### config.mk
export PLATFORM = sky130hd
export DESIGN_NAME = mux_rr_arbiter_flat
export DESIGN_NICKNAME = d
export VERILOG_FILES = /design/src/rtl/mux_rr_arbiter_if.sv /design/src/rtl/mux_rr_arbiter.sv /design/src/flat_wrapper.sv
export SDC_FILE = /design/constraint.sdc
export NUM_CORES = 1
export LEC_CHECK = 0
export CAP_MARGIN = 20
export CORE_ASPECT_RATIO = 1.25
export CORE_MARGIN = 8
export CORE_UTILIZATION = 50
export DETAILED_ROUTE_END_ITERATION = 12
export MAX_ROUTING_LAYER = met4
export PLACE_DENSITY_LB_ADDON = 0.08
export SLEW_MARGIN = 20
export SYNTH_ARGS = -nofsm -noshare
export SYNTH_HDL_FRONTEND = slang
export SYNTH_SLANG_ARGS = --single-unit
### constraint.sdc
create_clock -name clk -period 4.33 [get_ports clk]
set_input_delay 1.299 -clock clk [delete_from_list [all_inputs] [get_ports clk]]
set_output_delay 1.299 -clock clk [all_outputs]
set_load 0.05 [all_outputs]
### src/rtl/mux_rr_arbiter_if.sv
// mux_rr_arbiter_if
//   Bundles the request/grant handshake between the four mux requesters and
//   the round-robin arbiter that drives the shared 4-to-1 mux select lines.
//
//   req    [3:0]  request vector, bit i = requester i (0->a, 1->b, 2->c, 3->d)
//   done          current holder finishes its tenure early
//   grant  [3:0]  registered one-hot grant, all zero when idle
//   s0, s1        registered mux select LSB / MSB (index of the granted input)
//   busy          high while a grant is active
//
//   master : requester side (drives req/done, observes grant and selects)
//   slave  : arbiter side
interface mux_rr_arbiter_if;
  logic [3:0] req;
  logic       done;
  logic [3:0] grant;
  logic       s0;
  logic       s1;
  logic       busy;

  modport master (
    output req,
    output done,
    input  grant,
    input  s0,
    input  s1,
    input  busy
  );

  modport slave (
    input  req,
    input  done,
    output grant,
    output s0,
    output s1,
    output busy
  );
endinterface

### src/rtl/mux_rr_arbiter.sv
// mux_rr_arbiter
//   Round-robin arbiter sharing one 4-to-1 mux among four requesters. It
//   issues a registered one-hot grant and the matching select pair {s1,s0},
//   limits every tenure to MAX_HOLD cycles, and hands the mux straight to the
//   next winner on release so there is no idle cycle between tenures.
//
//   Parameters
//     MAX_HOLD  longest tenure in cycles (1..255)
//     CNT_W     hold counter width, 2**CNT_W must exceed MAX_HOLD
//
//   Ports
//     clk   rising-edge clock
//     rst   synchronous active-high reset
//     bus   mux_rr_arbiter_if.slave (req, done in; grant, s0, s1, busy out)
module mux_rr_arbiter #(
  parameter int MAX_HOLD = 8,
  parameter int CNT_W    = 8
) (
  input  logic                    clk,
  input  logic                    rst,
  mux_rr_arbiter_if.slave         bus
);

  typedef enum logic {
    IDLE  = 1'b0,
    GRANT = 1'b1
  } state_t;

  localparam logic [CNT_W-1:0] HOLD_LAST = CNT_W'(MAX_HOLD - 1);

  state_t           state_q,    state_d;
  logic [1:0]       ptr_q,      ptr_d;
  logic [1:0]       gidx_q,     gidx_d;
  logic [CNT_W-1:0] hold_cnt_q, hold_cnt_d;
  logic [3:0]       grant_q,    grant_d;
  logic [1:0]       sel_q,      sel_d;

  // Release of the current tenure: holder dropped its request, signalled
  // done, or has been visible for MAX_HOLD cycles. Only meaningful in GRANT.
  logic       release_w;
  logic [1:0] scan_ptr;
  logic [3:0] rot_req;
  logic       win_found;
  logic [1:0] win_off;
  logic [1:0] win_idx;

  assign release_w = (state_q == GRANT) &&
                     (!bus.req[gidx_q] || bus.done || (hold_cnt_q == HOLD_LAST));

  // On release the search starts just past the holder, so the holder gets the
  // lowest priority but can still win again if nobody else is asking.
  assign scan_ptr = release_w ? (gidx_q + 2'd1) : ptr_q;

  // Rotate req so that bit 0 is the highest-priority candidate; a plain
  // lowest-bit-first priority encoder then implements the cyclic scan.
  for (genvar gi = 0; gi < 4; gi++) begin : g_rot
    assign rot_req[gi] = bus.req[scan_ptr + 2'(gi)];
  end

  always_comb begin
    win_off = 2'd0;
    for (int k = 3; k >= 0; k--) begin
      if (rot_req[k]) begin
        win_off = 2'(k);
      end
    end
  end

  assign win_found = |rot_req;
  assign win_idx   = scan_ptr + win_off;

  // State register
  always_ff @(posedge clk) begin
    if (rst) begin
      state_q    <= IDLE;
      ptr_q      <= 2'd0;
      gidx_q     <= 2'd0;
      hold_cnt_q <= '0;
      grant_q    <= 4'b0000;
      sel_q      <= 2'b00;
    end else begin
      state_q    <= state_d;
      ptr_q      <= ptr_d;
      gidx_q     <= gidx_d;
      hold_cnt_q <= hold_cnt_d;
      grant_q    <= grant_d;
      sel_q      <= sel_d;
    end
  end

  // Next-state logic
  always_comb begin
    state_d    = state_q;
    ptr_d      = ptr_q;
    gidx_d     = gidx_q;
    hold_cnt_d = hold_cnt_q;
    unique case (state_q)
      IDLE: begin
        if (win_found) begin
          state_d    = GRANT;
          gidx_d     = win_idx;
          hold_cnt_d = '0;
        end
      end
      GRANT: begin
        if (release_w) begin
          ptr_d      = gidx_q + 2'd1;
          hold_cnt_d = '0;
          if (win_found) begin
            gidx_d = win_idx;
          end else begin
            state_d = IDLE;
          end
        end else begin
          // Cannot wrap: release fires at MAX_HOLD-1 before reaching the top.
          hold_cnt_d = hold_cnt_q + CNT_W'(1);
        end
      end
      default: begin
        state_d = IDLE;
      end
    endcase
  end

  // Output logic: registered grant and select follow the next state. The
  // select pair keeps its last value while idle so the mux output is steady.
  always_comb begin
    grant_d = 4'b0000;
    sel_d   = sel_q;
    if (state_d == GRANT) begin
      grant_d = 4'b0001 << gidx_d;
      sel_d   = gidx_d;
    end
  end

  assign bus.grant = grant_q;
  assign bus.s0    = sel_q[0];
  assign bus.s1    = sel_q[1];
  assign bus.busy  = (state_q == GRANT);

endmodule

### src/flat_wrapper.sv
// flat-port wrapper written by rule: the top's interface ports become plain ports
module mux_rr_arbiter_flat 
#(
  parameter int MAX_HOLD = 8,
  parameter int CNT_W    = 8
)
  (clk, rst, bus_req, bus_done, bus_grant, bus_s0, bus_s1, bus_busy);
  mux_rr_arbiter_if bus_i ();
  input  logic clk;
  input  logic rst;
  input wire logic [$bits(bus_i.req)-1:0] bus_req;
  input wire logic [$bits(bus_i.done)-1:0] bus_done;
  output wire logic [$bits(bus_i.grant)-1:0] bus_grant;
  output wire logic [$bits(bus_i.s0)-1:0] bus_s0;
  output wire logic [$bits(bus_i.s1)-1:0] bus_s1;
  output wire logic [$bits(bus_i.busy)-1:0] bus_busy;
  assign bus_i.req = bus_req;
  assign bus_i.done = bus_done;
  assign bus_grant = bus_i.grant;
  assign bus_s0 = bus_i.s0;
  assign bus_s1 = bus_i.s1;
  assign bus_busy = bus_i.busy;
  mux_rr_arbiter #(.MAX_HOLD(MAX_HOLD), .CNT_W(CNT_W)) u_core (.clk(clk), .rst(rst), .bus(bus_i));
endmodule
* After elaboration in Yosys (flattened, before gate mapping)
Cells that the tools add are included.
** Operators by class
- Add/subtract/negate cells :: 6
- Bitwise operators :: 2
- Reductions and logical operators :: 6
- Eq/ne operators :: 2
- Order comparisons :: 5
- Shifts and indexed selects :: 1
- Muxes and demuxes :: 24
** Operator list (count)
- $mux 8 :: 2
- $pmux 8 s2 :: 1
- $lt 2x3->1 const B :: 5
- $mux 2 :: 7
- $bmux 1 s2 :: 5
- $add 8x1->8 const B :: 1
- $eq 8x3->1 const B :: 1
- $mux 1 :: 7
- $add 2x1->2 const B :: 2
- $add 2x2->2 const B :: 2
- $pmux 2 s2 :: 1
- $reduce_or 4->1 :: 1
- $shl 1x2->4 const A :: 1
- $add 2x2->2 :: 1
- $logic_or 1x1->1 :: 2
- $ne 2x1->1 const B :: 1
- $not 1->1 :: 2
- $pmux 1 s2 :: 1
- $reduce_or 2->1 :: 1
- $logic_and 1x1->1 :: 1
- $logic_not 1->1 :: 1
** Word-level totals
- Register bits after elaboration :: 19
- Output and inout bits :: 7

* Logic depth before layout (Yosys ltp)
- Depth in word-level cells :: 19
- Depth in mapped cells :: 13
- Depth with buffers taken out :: 13

* Least setup slack after synthesis
Ideal clock, no wire load.
- Kind :: input port to flip-flop
- From :: input port bus_req[2]
- To :: register u_core.gidx_q[1]
- Required time :: 4.244 ns
- Stages :: 13
- Slack :: 0.544 ns
- Library setup time :: 0.086 ns
- Arrival :: 3.700 ns
- Cell sequence :: clkbuf_1 mux4_2 o311ai_4 nand3_1 nand2_1 nand2_1 a21oi_1 o21ai_0 mux2_2 ha_1 xnor2_1 xnor2_1 a211oi_1
** Between the ends
- Longest elaborated chain between the ends :: 18
** Ends and longest elaborated chain
- start: declaration :: line flat_wrapper.sv:11 : input wire logic [$bits(bus_i.req)-1:0] bus_req;
- $bmux 1 s2 :: line mux_rr_arbiter.sv:48 : (!bus.req[gidx_q] || bus.done || (hold_cnt_q == HOLD_LAST));
- $mux 1 (not written as such) :: line mux_rr_arbiter.sv:48
- $logic_not 1->1 :: line mux_rr_arbiter.sv:48
- $logic_or 1x1->1 (2 in series) :: line mux_rr_arbiter.sv:48
- $logic_and 1x1->1 :: line mux_rr_arbiter.sv:47 : assign release_w = (state_q == GRANT) &&
- $mux 2 :: line mux_rr_arbiter.sv:52 : assign scan_ptr = release_w ? (gidx_q + 2'd1) : ptr_q;
- $add 2x2->2 :: line mux_rr_arbiter.sv:57 : assign rot_req[gi] = bus.req[scan_ptr + 2'(gi)];
- $bmux 1 s2 :: line mux_rr_arbiter.sv:57
- $mux 1 (not written as such) :: line mux_rr_arbiter.sv:57
- $mux 2 (4 in series) :: line mux_rr_arbiter.sv:63 : if (rot_req[k]) begin
- $add 2x2->2 :: line mux_rr_arbiter.sv:70 : assign win_idx = scan_ptr + win_off;
- $mux 2 :: line mux_rr_arbiter.sv:99, mux_rr_arbiter.sv:109
- $mux 2 :: line mux_rr_arbiter.sv:106 : if (release_w) begin
- $pmux 2 s2 (*) :: line mux_rr_arbiter.sv:97 : unique case (state_q)
- end signal: assignment :: line mux_rr_arbiter.sv:84 : gidx_q <= gidx_d;
- end: declaration :: line mux_rr_arbiter.sv:33 : logic [1:0] gidx_q, gidx_d;
Mark *: on every way between the ends. The rest lies on a longest branch, timed or not. The select of a mux whose other input is x is not followed.
A chain may end at the register's enable or synchronous reset.

* Worst setup path after layout
- From :: input port bus_req[3]
- To :: register u_core.gidx_q[1]
The elaborated chain is that of the path after synthesis.

==> flow_summary.toml <==
[run_status]
status = "finished, final reports clean"

[power]
swShare_pct = 42.42
ir_drop_mv = 0.3078
netSwitchingPower_w = 0.0002796
p_per_area_mw_per_mm2 = 540.4
p_comb_share_pct = 50.9
pwr-share-seq_pct = 35.6
clkPwrFrac_pct = 13.5
power.internal_w = 0.0003796
p_leak_nw = 0.4867

[final_layout]
num_antenna_cells = 0
fin_cells = 155
area_growth_syn_to_layout_pct = 21.12
drive_gt1_share_pct = 11.85
nets = 145
fin_util_pct = 62.98
final.fill_count = 167

[sta]
final-hold-violation-count = 0
finalSetupTns_ns = 0
fin_crit_ns = 4.058
setup_ws_ns = 0.2724
fmax_mhz = 246.5
final_max_slew_viol_count = 0
fin_skew_ns = 0.009630
grt_setup_unrepaired = "no"
setup_viol = 0
worst_pin_slew_ns = 0.7304
hold_slack_ns = 0.5012
finalCritPeriodShare_pct = 93.71
maxSlewHeadroom_pct = 50.85

[route]
drtIter0Drc = 17
firstDrtPassIters = 4
wl_mm = 2.282
dr_wl_met2_mm = 1.206
dr_wl_met3_um = 90
wl_met1_um = 952
via_per_inst = 5.987
drc = 0
vias = 928
post_drt_wl_per_cell_um = 14.72
final_antenna_net_count = 0
highest_layer = "met4"

[placement]
place_congestion = 0.8206
dp_hpwl_mm = 1.791
portBuffers = 13
pre_cts_slack_ns = 0.008638
dp.cells = 151

[critical_path]
arrival_ns = 4.27
r2r_slack_ns = 1.23
cp-start-kind = "input port"
crit_type = "input port to register"
worstSetupEndpointType = "register"
r2r-start = "u_core.hold_cnt_q[7]"
reg2reg_depth = 11
required_ns = 4.55
critPathMaxFanout = 5
r2r_end = "u_core.gidx_q[1]"

[cts]
h-tree-depth = 1
clk_path_buf_depth = 2
clk_latency_ns = 0.30
cts_setup_buffers = 0
clk_pin_slew_ns = 0.11
root_buffer = "clkbuf_4"
clkSinkCount = 19
cts_resized = 0
hold_buffers = 0
cts_tree = "built"
numCtsBuffers = 3

[synth]
synthArstFlopShare_pct = 0
yosysSeqAreaShare_pct = 37.76
ys_types = 34
synth-warning-count = 0
synth-edff-count = 0
yosysMostFrequentCell = "dfxtp_1"
mappedNetlistArea_mm2 = 0.001007
avgSynthCellArea_um2 = 8.758
synth-seq-cells = 19
synth_top_area_share_pct = 37.76
synth_ff_type = "dfxtp_1"
synth_common_cells = "dfxtp_1, nor2_1, a21oi_1"
synth_area_leaders = "dfxtp_1, nor2_1, a21oi_1, a211oi_1, and3_1"
synth_nets = 124
netlist_instances = 115
yosysTopAreaCell = "dfxtp_1"

[die]
initial_core_util_pct = 52.00
dieArea_mm2 = 0.003716
die_h_um = 66.18
die_x_um = 56.15
fp-row-count = 18
core_mm2 = 0.001937
ios = 14

[global_routing]
antenna_found_initial = 0
overflow = 0
grt_pass1_vias = 930
grt_max_degree = 17
grt_pass1_wl_mm = 4.050
track_usage_pct = 13.52

[worst_hold_path]
hp-class = "register to register"
min_path_cells = 2
min_to = "u_core.hold_cnt_q[7]"
hp-start = "u_core.hold_cnt_q[7]"

[job]
drv_cap = 0
## worst max-delay path by stage
stage                                to  slack [ns]        from
floorplan              u_core.gidx_q[1]        0.54  bus_req[2]
global placement    u_core.bus.grant[2]        0.11  bus_req[3]
detailed placement     u_core.gidx_q[1]       0.009  bus_req[3]
CTS                    u_core.gidx_q[1]        0.31  bus_req[3]
global route        u_core.bus.grant[2]        0.03  bus_req[3]
finish                 u_core.gidx_q[1]        0.27  bus_req[3]
## metrics by stage
step / total power, W / instance area (um2)
6_report: 0.0006593 / 1220
5_1_grt: 0.0007044 / 1220
4_1_cts: 0.0006645 / 1220
3_5_place_dp: 0.0005757 / 1192
3_3_place_gp: 0.0005674 / 1192
2_1_floorplan: 0.0004737 / 1007
## state kept, by name (all words and copies together) (netlist names)
name	flops
u_core.bus.busy	1
u_core.bus.grant	4
u_core.gidx_q	2
u_core.hold_cnt_q	8
u_core.ptr_q	2
u_core.sel_q	2
## final cells by class
cell class	instances	area, um2	share of cell area, %
tap	20	25.02	2.051
inverter	4	15.01	1.231
clock inverter	1	5.005	0.4103
timing repair buffer	18	167.7	13.74
clock buffer	3	22.52	1.846
multi-input combinational	90	604.3	49.54
sequential	19	380.4	31.18
## power by group through the flow
| stage | sequential, W | clock, W | combinational, W |
|---|---|---|---|
| final | 0.000235 | 0.0000891 | 0.000335 |
| after global routing | 0.000240 | 0.0000991 | 0.000365 |
| after CTS | 0.000235 | 0.0000918 | 0.000338 |
| after detailed placement | 0.000240 | 0 | 0.000336 |
| after global placement | 0.000238 | 0 | 0.000329 |
| after floorplan | 0.000318 | 0 | 0.000156 |
## cells by family after synthesis
kind of cell | synth area share (%)
AND/OR/NAND/NOR | 24.22
XOR/XNOR | 3.479
multiplexers | 6.335
adder cells (fa/ha/maj) | 2.484
flip-flops | 37.76
AO/OA/AOI/OAI | 23.48
buffers and inverters | 2.236
## layer usage
layer	track usage, %	vias up
met1	13.35	443
met2	24.86	13
met5	-	-
met4	5.422	0
met3	3.269	4
li1	-	468
## cells in the final DEF (no fill, tap or decap), drive strengths merged, types with 2 or more instances in the layout
master,n
clkbuf,3
o21ai,6
nor2b,2
inv,4
nand2b,2
clkdlybuf4s50,13
and3,5
or3,3
a21oi,11
nand2,7
dfxtp,19
nand3b,4
nor2,16
nand3,4
a211oi,6
o22ai,2
ha,2
mux2i,3
or4,2
xnor2,3
a22oi,2
buf,5
## critical path, stage by stage
cell	delay (ns)
clkdlybuf4s50_1	0.47
mux4_2	0.56
o311ai_4	0.11
a21o_1	0.23
nand3_1	0.10
a2bb2oi_1	0.19
o32ai_1	0.13
mux2_2	0.28
ha_1	0.19
xnor2_1	0.28
xnor2_1	0.17
a211oi_1	0.25
No activity file was read; power rests on OpenSTA's default activity.
